[config.mk]
export PLATFORM = sky130hd
export DESIGN_NAME = zbt_frame_arbiter
export DESIGN_NICKNAME = d
export VERILOG_FILES = /design/src/rtl/zbt_frame_arbiter.sv
export SDC_FILE = /design/constraint.sdc
export NUM_CORES = 1
export LEC_CHECK = 0
export CAP_MARGIN = 0
export CORE_UTILIZATION = 32
export CTS_BUF_LIST = sky130_fd_sc_hd__clkbuf_8
export DETAILED_ROUTE_END_ITERATION = 10
export PLACE_DENSITY_LB_ADDON = 0.2
export SLEW_MARGIN = 20
export SYNTH_ARGS = -nofsm -noshare
export SYNTH_HDL_FRONTEND = slang
export SYNTH_SLANG_ARGS = --single-unit
[constraint.sdc]
create_clock -name clk -period 3.1 [get_ports clk]
set_input_delay 0.465 -clock clk [delete_from_list [all_inputs] [get_ports clk]]
set_output_delay 0.465 -clock clk [all_outputs]
set_load 0.05 [all_outputs]
[src/rtl/zbt_frame_arbiter.sv]
// zbt_frame_arbiter
//   Shares the single ZBT SRAM port between the NTSC capture write stream and
//   the VGA display read stream. It also double-buffers whole frames, using the
//   ZBT address MSB as the frame-buffer select.
//
//   Captured words are queued in a small write FIFO. Display reads win
//   arbitration, but a read-run limit forces a write through so the FIFO cannot
//   starve. Issue is registered. Read data returns READ_LAT cycles after issue
//   and is passed straight through to the display, with a matching valid pipe.
//   The downstream pin driver applies the ZBT two-cycle write-data delay.
//
// Ports
//   clk, reset_n          clock, asynchronous active-low reset
//   ntsc_we/addr/data     one capture word per ntsc_we pulse (back buffer)
//   ntsc_frame            capture frame parity; each toggle marks a completed frame
//   vga_req/addr          display read request (front buffer)
//   vga_gnt               read issued this cycle (combinational)
//   vga_rvalid/rdata      returned read data
//   zbt_we/addr/din       registered ZBT command
//   zbt_dout              ZBT read data
//   disp_frame_start      display vertical-blank pulse; the only point where buffers swap
//   front_buf             buffer being displayed
//   fifo_overflow         sticky, set when a capture word was dropped
//   drop_count            saturating count of captured frames never displayed
module zbt_frame_arbiter #(
    parameter int ADDR_W     = 19,
    parameter int FIFO_DEPTH = 4,
    parameter int READ_LAT   = 2,
    parameter int MAX_RD_RUN = 8,
    parameter int DATA_W     = 36
) (
    input  logic              clk,
    input  logic              reset_n,
    input  logic              ntsc_we,
    input  logic [ADDR_W-2:0] ntsc_addr,
    input  logic [DATA_W-1:0] ntsc_data,
    input  logic              ntsc_frame,
    input  logic              vga_req,
    input  logic [ADDR_W-2:0] vga_addr,
    output logic              vga_gnt,
    output logic              vga_rvalid,
    output logic [DATA_W-1:0] vga_rdata,
    output logic              zbt_we,
    output logic [ADDR_W-1:0] zbt_addr,
    output logic [DATA_W-1:0] zbt_din,
    input  logic [DATA_W-1:0] zbt_dout,
    input  logic              disp_frame_start,
    output logic              front_buf,
    output logic              fifo_overflow,
    output logic [7:0]        drop_count
);

    localparam int PTR_W = $clog2(FIFO_DEPTH);
    localparam int RUN_W = $clog2(MAX_RD_RUN + 1);
    localparam int VLD_W = READ_LAT + 1;

    typedef enum logic [1:0] {
        FILL  = 2'd0,
        DRAIN = 2'd1,
        READY = 2'd2
    } buf_state_t;

    logic [ADDR_W-2:0] fifo_addr [FIFO_DEPTH];
    logic [DATA_W-1:0] fifo_data [FIFO_DEPTH];
    logic [PTR_W-1:0]  wr_ptr;
    logic [PTR_W-1:0]  rd_ptr;
    logic [PTR_W:0]    fifo_cnt;
    logic              fifo_empty;
    logic              fifo_full;
    logic              push;
    logic              pop;

    logic [RUN_W-1:0]  rd_run;
    logic              force_wr;
    logic              rd_go;
    logic [VLD_W-1:0]  rd_vld_sr;

    buf_state_t        state;
    buf_state_t        state_nxt;
    logic              frame_q;
    logic              frame_tgl;
    logic              swap;
    logic              drop_inc;

    assign fifo_empty = (fifo_cnt == '0);
    assign fifo_full  = (fifo_cnt == (PTR_W+1)'(FIFO_DEPTH));

    // Grant priority: forced write at the run limit, then display read, then
    // a write whenever the FIFO holds data.
    assign force_wr = !fifo_empty && (rd_run == RUN_W'(MAX_RD_RUN));
    assign rd_go    = vga_req && !force_wr;
    assign pop      = !rd_go && !fifo_empty;

    // A full FIFO still takes a word if a pop frees a slot in the same cycle.
    assign push     = ntsc_we && (!fifo_full || pop);

    assign vga_gnt    = rd_go;
    assign vga_rvalid = rd_vld_sr[VLD_W-1];
    assign vga_rdata  = zbt_dout;
    assign frame_tgl  = ntsc_frame ^ frame_q;

    // FIFO storage is data only, so it is never reset.
    always_ff @(posedge clk) begin
        if (push) begin
            fifo_addr[wr_ptr] <= ntsc_addr;
            fifo_data[wr_ptr] <= ntsc_data;
        end
    end

    always_ff @(posedge clk or negedge reset_n) begin
        if (!reset_n) begin
            wr_ptr        <= '0;
            rd_ptr        <= '0;
            fifo_cnt      <= '0;
            fifo_overflow <= 1'b0;
        end else begin
            if (push) wr_ptr <= wr_ptr + PTR_W'(1);
            if (pop)  rd_ptr <= rd_ptr + PTR_W'(1);
            if (push && !pop)
                fifo_cnt <= fifo_cnt + (PTR_W+1)'(1);
            else if (!push && pop)
                fifo_cnt <= fifo_cnt - (PTR_W+1)'(1);
            if (ntsc_we && !push) fifo_overflow <= 1'b1;
        end
    end

    // ---- issue stage: ZBT command register and read-valid pipe ----
    always_ff @(posedge clk or negedge reset_n) begin
        if (!reset_n) begin
            zbt_we    <= 1'b0;
            zbt_addr  <= '0;
            zbt_din   <= '0;
            rd_run    <= '0;
            rd_vld_sr <= '0;
        end else begin
            rd_vld_sr <= {rd_vld_sr[VLD_W-2:0], rd_go};
            if (rd_go) begin
                zbt_we   <= 1'b0;
                zbt_addr <= {front_buf, vga_addr};
                // A run only counts while a write is actually waiting.
                rd_run   <= fifo_empty ? '0 : rd_run + RUN_W'(1);
            end else if (pop) begin
                zbt_we   <= 1'b1;
                // The back buffer is sampled here, so a swap on this same edge
                // cannot redirect a word that is already popped.
                zbt_addr <= {~front_buf, fifo_addr[rd_ptr]};
                zbt_din  <= fifo_data[rd_ptr];
                rd_run   <= '0;
            end else begin
                zbt_we   <= 1'b0;
            end
        end
    end

    // Buffer FSM. A swap wins over a simultaneous toggle; the toggle then
    // means the new back buffer is already complete, so go straight to DRAIN.
    always_comb begin
        state_nxt = state;
        swap      = 1'b0;
        drop_inc  = 1'b0;
        case (state)
            FILL: begin
                if (frame_tgl) state_nxt = DRAIN;
            end
            DRAIN: begin
                if (fifo_empty && !ntsc_we) state_nxt = READY;
            end
            READY: begin
                if (disp_frame_start) begin
                    swap      = 1'b1;
                    state_nxt = frame_tgl ? DRAIN : FILL;
                end else if (frame_tgl) begin
                    drop_inc  = 1'b1;
                end
            end
            default: state_nxt = FILL;
        endcase
    end

    always_ff @(posedge clk or negedge reset_n) begin
        if (!reset_n) begin
            state      <= FILL;
            frame_q    <= 1'b0;
            front_buf  <= 1'b0;
            drop_count <= 8'd0;
        end else begin
            state     <= state_nxt;
            frame_q   <= ntsc_frame;
            front_buf <= front_buf ^ swap;
            if (drop_inc && (drop_count != 8'hFF))
                drop_count <= drop_count + 8'd1;
        end
    end

endmodule

=== Word-level counts from Yosys, hierarchy flattened ===
Memories as Yosys holds them, arrays and structs flattened. A register that Yosys moved wholly into a read port is not among the register bits.
Index checks and enable logic that the tools add are counted.

* Register bits after elaboration: 47
* Bits in latches: 0
* Bits in writable memories: 216
* ROM bits: 0
* Input port bits: 114
* Output and inout bits: 104
* Word-level logic and storage cells: 77
* Memories: 2

* $add $sub $neg: 6
* Multipliers: 0
* Div/mod/pow operators: 0
* Order comparisons: 0
* Equal/unequal tests: 8
* Shift-type cells: 0
* Multiplexer cells: 21
* Bitwise operators: 4
* Reduce and logical (&&, ||, !) cells: 24

{| class="wikitable"
|+ Memories
! memory !! words !! width !! read ports !! clocked after memory_dff !! wr ports !! RTL line !! RTL
|-
| fifo_data || 4 || 36 || 1 || 1 || 1 || 64 || <nowiki>logic [DATA_W-1:0] fifo_data [FIFO_DEPTH];</nowiki>
|-
| fifo_addr || 4 || 18 || 1 || 0 || 1 || 63 || <nowiki>logic [ADDR_W-2:0] fifo_addr [FIFO_DEPTH];</nowiki>
|}

{| class="wikitable"
|+ Operators by type and width
! cell !! number
|-
| $mux W19 || 2
|-
| $mux W4 || 3
|-
| $mux W1 || 10
|-
| $logic_and A1 B1 Y1 || 9
|-
| $add A8 B1 Y8 const B || 1
|-
| $logic_not A1 Y1 || 8
|-
| $ne A8 B8 Y1 const B || 1
|-
| $mux W2 || 3
|-
| $mux W3 || 2
|-
| $ne A2 B2 Y1 const B || 3
|-
| $pmux W2 S3 || 1
|-
| $add A2 B1 Y2 const B || 2
|-
| $add A4 B1 Y4 const B || 1
|-
| $eq A4 B4 Y1 const B || 1
|-
| $reduce_bool A2 Y1 || 2
|-
| $add A3 B1 Y3 const B || 1
|-
| $eq A3 B3 Y1 const B || 1
|-
| $logic_not A3 Y1 || 1
|-
| $reduce_and A3 Y1 || 1
|-
| $sub A3 B1 Y3 const B || 1
|-
| $eq A2 B1 Y1 const B || 1
|-
| $eq A2 B2 Y1 const B || 1
|-
| $logic_not A2 Y1 || 1
|-
| $not A1 Y1 || 2
|-
| other kinds (3) || 4
|}

=== Depth between registers and ports, before layout ===
* Depth after elaboration: 13
* Gate-level depth with buffers: 12

=== Worst setup path after synthesis ===
OpenSTA, ideal clock, no wires.

* Kind: register to register
* Start: register rd_run[0]
* End: memory fifo_addr[0][0] (netlist name) (enable)
* Data arrival time: 2.477 ns
* Data required time: 2.683 ns
* Slack: 0.206 ns
* Cell stages (with the launch flop): 6
* Path buffers: 0
* Period minus slack after synthesis: 2.894 ns
* Cell sequence: dfrtp_1 -> inv_1 -> ha_1 -> nand3b_1 -> a41oi_2 -> and2_1

* Cells in the longest elaborated chain, start to end: 10

{| class="wikitable"
|+ RTL lines
! item !! RTL line !! RTL
|-
| start, declared || 73 || <nowiki>logic [RUN_W-1:0] rd_run;</nowiki>
|-
| start signal, assigned || 141 || <nowiki>rd_run <= fifo_empty ? '0 : rd_run + RUN_W'(1);</nowiki>
|-
| $eq A4 B4 Y1 || 90 || <nowiki>assign force_wr = !fifo_empty && (rd_run == RUN_W'(MAX_RD_RUN));</nowiki>
|-
| $logic_and A1 B1 Y1 || 90 ||
|-
| $logic_not A1 Y1 || 91 || <nowiki>assign rd_go = vga_req && !force_wr;</nowiki>
|-
| $logic_and A1 B1 Y1 || 91 ||
|-
| $logic_not A1 Y1 || 92 || <nowiki>assign pop = !rd_go && !fifo_empty;</nowiki>
|-
| $logic_and A1 B1 Y1 || 92 ||
|-
| $logic_or A1 B1 Y1 || 95 || <nowiki>assign push = ntsc_we && (!fifo_full || pop);</nowiki>
|-
| $logic_and A1 B1 Y1 || 95 ||
|-
| via push || 70 || <nowiki>logic push;</nowiki>
|-
| $mux W1 || 104 || <nowiki>if (push) begin</nowiki>
|-
| $mux W1 (not written as such) || 105 || <nowiki>fifo_addr[wr_ptr] <= ntsc_addr;</nowiki>
|-
| end, declared || 63 ||
|}

The timed path passes the listed nets, and every way through them passes these cells.

=== Worst setup path after layout ===
* Start: register rd_run[0]
* End: output port vga_gnt

* Cells in the longest elaborated chain, start to end: 4

{| class="wikitable"
|+ RTL lines
! item !! RTL line !! RTL
|-
| $eq A4 B4 Y1 || 90 ||
|-
| $logic_and A1 B1 Y1 || 90 ||
|-
| $logic_not A1 Y1 || 91 ||
|-
| $logic_and A1 B1 Y1 || 91 ||
|-
| end, declared || 40 || <nowiki>output logic vga_gnt,</nowiki>
|}

Every way passes these cells.

==> qor.yml <==
detailed_routing:
  highest_layer: "met4"
  drc: 27
  vias: 6188
  via_per_inst: 4.81
  drt-met1-wl_mm: 10.1
  wl_met2_mm: 12.5
  dr.pass1.iters: 9
  wl_mm: 25.1
  antenna_left: 0
  dr_wl_met3_mm: 1.87
  drt_first_iter_violations: 415
  wire_per_inst_um: 19.5
cts:
  post_cts_buffers: 0
  cts_made_buffers: 51
  clkLatencyLatePin_ps: 580
  clockBufferDepth: 3
  clkTransAtPathRegs_ps: 60
  cts_hold_buf: 1
  cts_tree: "yes"
  cts-resized-gates: 0
  cts_root_buf: "clkbuf_8"
  h-tree-depth: 2
  clock_sinks: 299
synthesis:
  yosysWarnings: 0
  yosysSeqAreaShare_pct: 73.4
  postSynth.asyncResetShare_pct: 27.8
  synth_cells: 628
  synth_cell_types: 39
  synth_area_leaders: "edfxtp_1 56%, dfrtp_1 18%, mux4_2 10%"
  synth_area_per_cell_um2: 18.6
  synth_top_area_share_pct: 55.6
  syn_area_mm2: 0.0117
  synth-seq-cells: 299
  yosys.area.top_type: "edfxtp_1"
  syn-num-nets: 751
  synth.most_common_cell: "edfxtp_1"
  synth_edf_count: 216
  yosys-top-cells-count: "216 x edfxtp_1, 83 x dfrtp_1, 56 x nand3_1"
  synth_ff_type: "edfxtp_1"
floorplanning:
  die_h_um: 193
  ioPinCount: 218
  die_area_mm2: 0.0372
  start_util_pct: 32.7
  chipWidth_um: 193
  coreArea_mm2: 0.0357
  rows: 69
outcome:
  violations: "DRC"
  status: "complete, but fails checks"
sta:
  period_needed_ps: 2890
  drv_slew: 0
  whs_ps: 345
  rsz0062_at_grt: "false"
  max_freq_mhz: 346
  setup_tns_ps: 0
  hold_violations: 0
  relSlewSlack_pct: 47.8
  worst_slew_pin_slew_ps: 779
  fin_skew_ps: 39.3
  timing.final.crit_share_pct: 93.2
  setup_violations: 0
worst_setup_path:
  endpoint_kind: "primary output"
  path_class: "flip-flop to primary output"
  critPathRequiredTime_ps: 2630
  crit_path_max_fanout: 20
  worst_ep_arrival_time_ps: 2430
  startpoint_type: "flip-flop"
global_route:
  grtUsageTotal_pct: 13.6
  antenna_found_initial: 0
  grt_pass1_vias: 6776
  grt_first_pass_wirelength_mm: 37.9
  grt_max_degree: 50
  grt_overflow_total: 0
final_layout:
  drive_gt1_share_pct: 23.9
  antenna_cells: 0
  final_core_util_pct: 41.1
  final_nets: 906
  synthToLayoutAreaGrowth_pct: 25.9
  fillerInstances: 3248
worst_hold_path:
  hp-class: "flip-flop to flip-flop"
placed_design:
  dp_hpwl_mm: 16.1
  io_buffer_count: 145
  gp_congestion: 0.810
run:
  maxCapViolCount: 0
power:
  p_leak_nw: 5.23
  powerDensity_mw_per_mm2: 982
  vdd_drop_max_v: 0.000513
-- cells by family (layout without fill, tap and decap cells) --
family | after synthesis | count (layout) | share of synthesized area [%]
XOR/XNOR | 13 | 13 | 0.976
AO/OA/AOI/OAI | 36 | 36 | 1.88
buffers and inverters | 75 | 272 | 3.83
multiplexers | 94 | 94 | 14.3
AND/OR/NAND/NOR | 102 | 102 | 4.63
adder cells (fa/ha/maj) | 9 | 9 | 1.03
flip-flops | 299 | 299 | 73.4
-- metal layers --
metal,global-route usage (%),up-vias
met2,23.4,213
met3,3.75,66
met1,16.0,3185
li1,-,2724
met4,5.32,0
met5,0,-
-- placed cells by master (no fill, tap or decap), types with 2 or more instances in the layout --
cell type        count
edfxtp_1           216
clkdlybuf4s50_1    143
dfrtp_1             81
nand3_1             56
clkbuf_8            56
mux4_2              54
mux2_2              37
inv_1               27
o21ai_0             22
nand2_1             14
buf_4               12
buf_12              11
nor2_1              10
xnor2_1              8
ha_1                 8
clkinv_2             7
clkinv_1             7
xor2_1               5
bufinv_16            5
and2_4               4
o31ai_1              4
a21oi_1              4
nand2b_1             3
mux2_1               3
nand3b_1             2
nor3_1               2
and4_1               2
-- sequential cells by signal, summed over array words and instances (netlist names), 3 cells and up --
name        cells
fifo_data     144
fifo_addr      72
zbt_din        36
zbt_addr       19
drop_count      8
rd_run          4
fifo_cnt        3
rd_vld_sr       3
-- final timing paths --
check	from	endpoint	slack, ps	cells after the start
min	rd_vld_sr[1]	rd_vld_sr[2]	340	0
max	rd_run[0]	vga_gnt	210	8
min in group asynchronous	reset_n	zbt_din[27]	480	2
max reg2reg	rd_run[0]	fifo_cnt[2]	640	10
min reg2reg	rd_vld_sr[1]	rd_vld_sr[2]	340	0
max in group asynchronous	reset_n	rd_ptr[0]	1930	3
-- worst max-delay path: stages, from the launching register on --
cell and delay [ps]:
dfrtp_1 420, inv_1 60, ha_1 210, nand3b_1 290, nand2b_1 160, buf_4 230
nand2_1 130, inv_1 210, buf_12 170
-- report_power, final --
group / internal [mW] / switching [mW] / leakage, nW / total (mW)
logic: 2.07 / 2.80 / 1.63 / 4.88
clock network: 2.09 / 1.56 / 0.614 / 3.66
registers: 5.36 / 0.542 / 2.98 / 5.90
-- area by class of cell --
class	count	area (um2)	area share, %
sequential	299	8570	58.3
clock buffer	56	771	5.25
inverter	10	37.5	0.255
multi-input combinational	254	2680	18.2
tap	461	577	3.93
timing repair buffer	167	1750	11.9
clock inverter	39	308	2.09
-- per-stage QoR --
stage / std cells / instance area, um2 / power [mW] / worst slack, ps
global placement: 1190 / 13600 / 10.8 / 563
detailed placement: 1190 / 13600 / 11.0 / 531
floorplan: 628 / 11700 / 9.24 / 206
CTS: 1286 / 14700 / 14.7 / 165
global route: 1286 / 14700 / 15.2 / 15.6
finish: 1286 / 14700 / 14.4 / 210
Note: power is estimated with default switching activity, not from simulation.
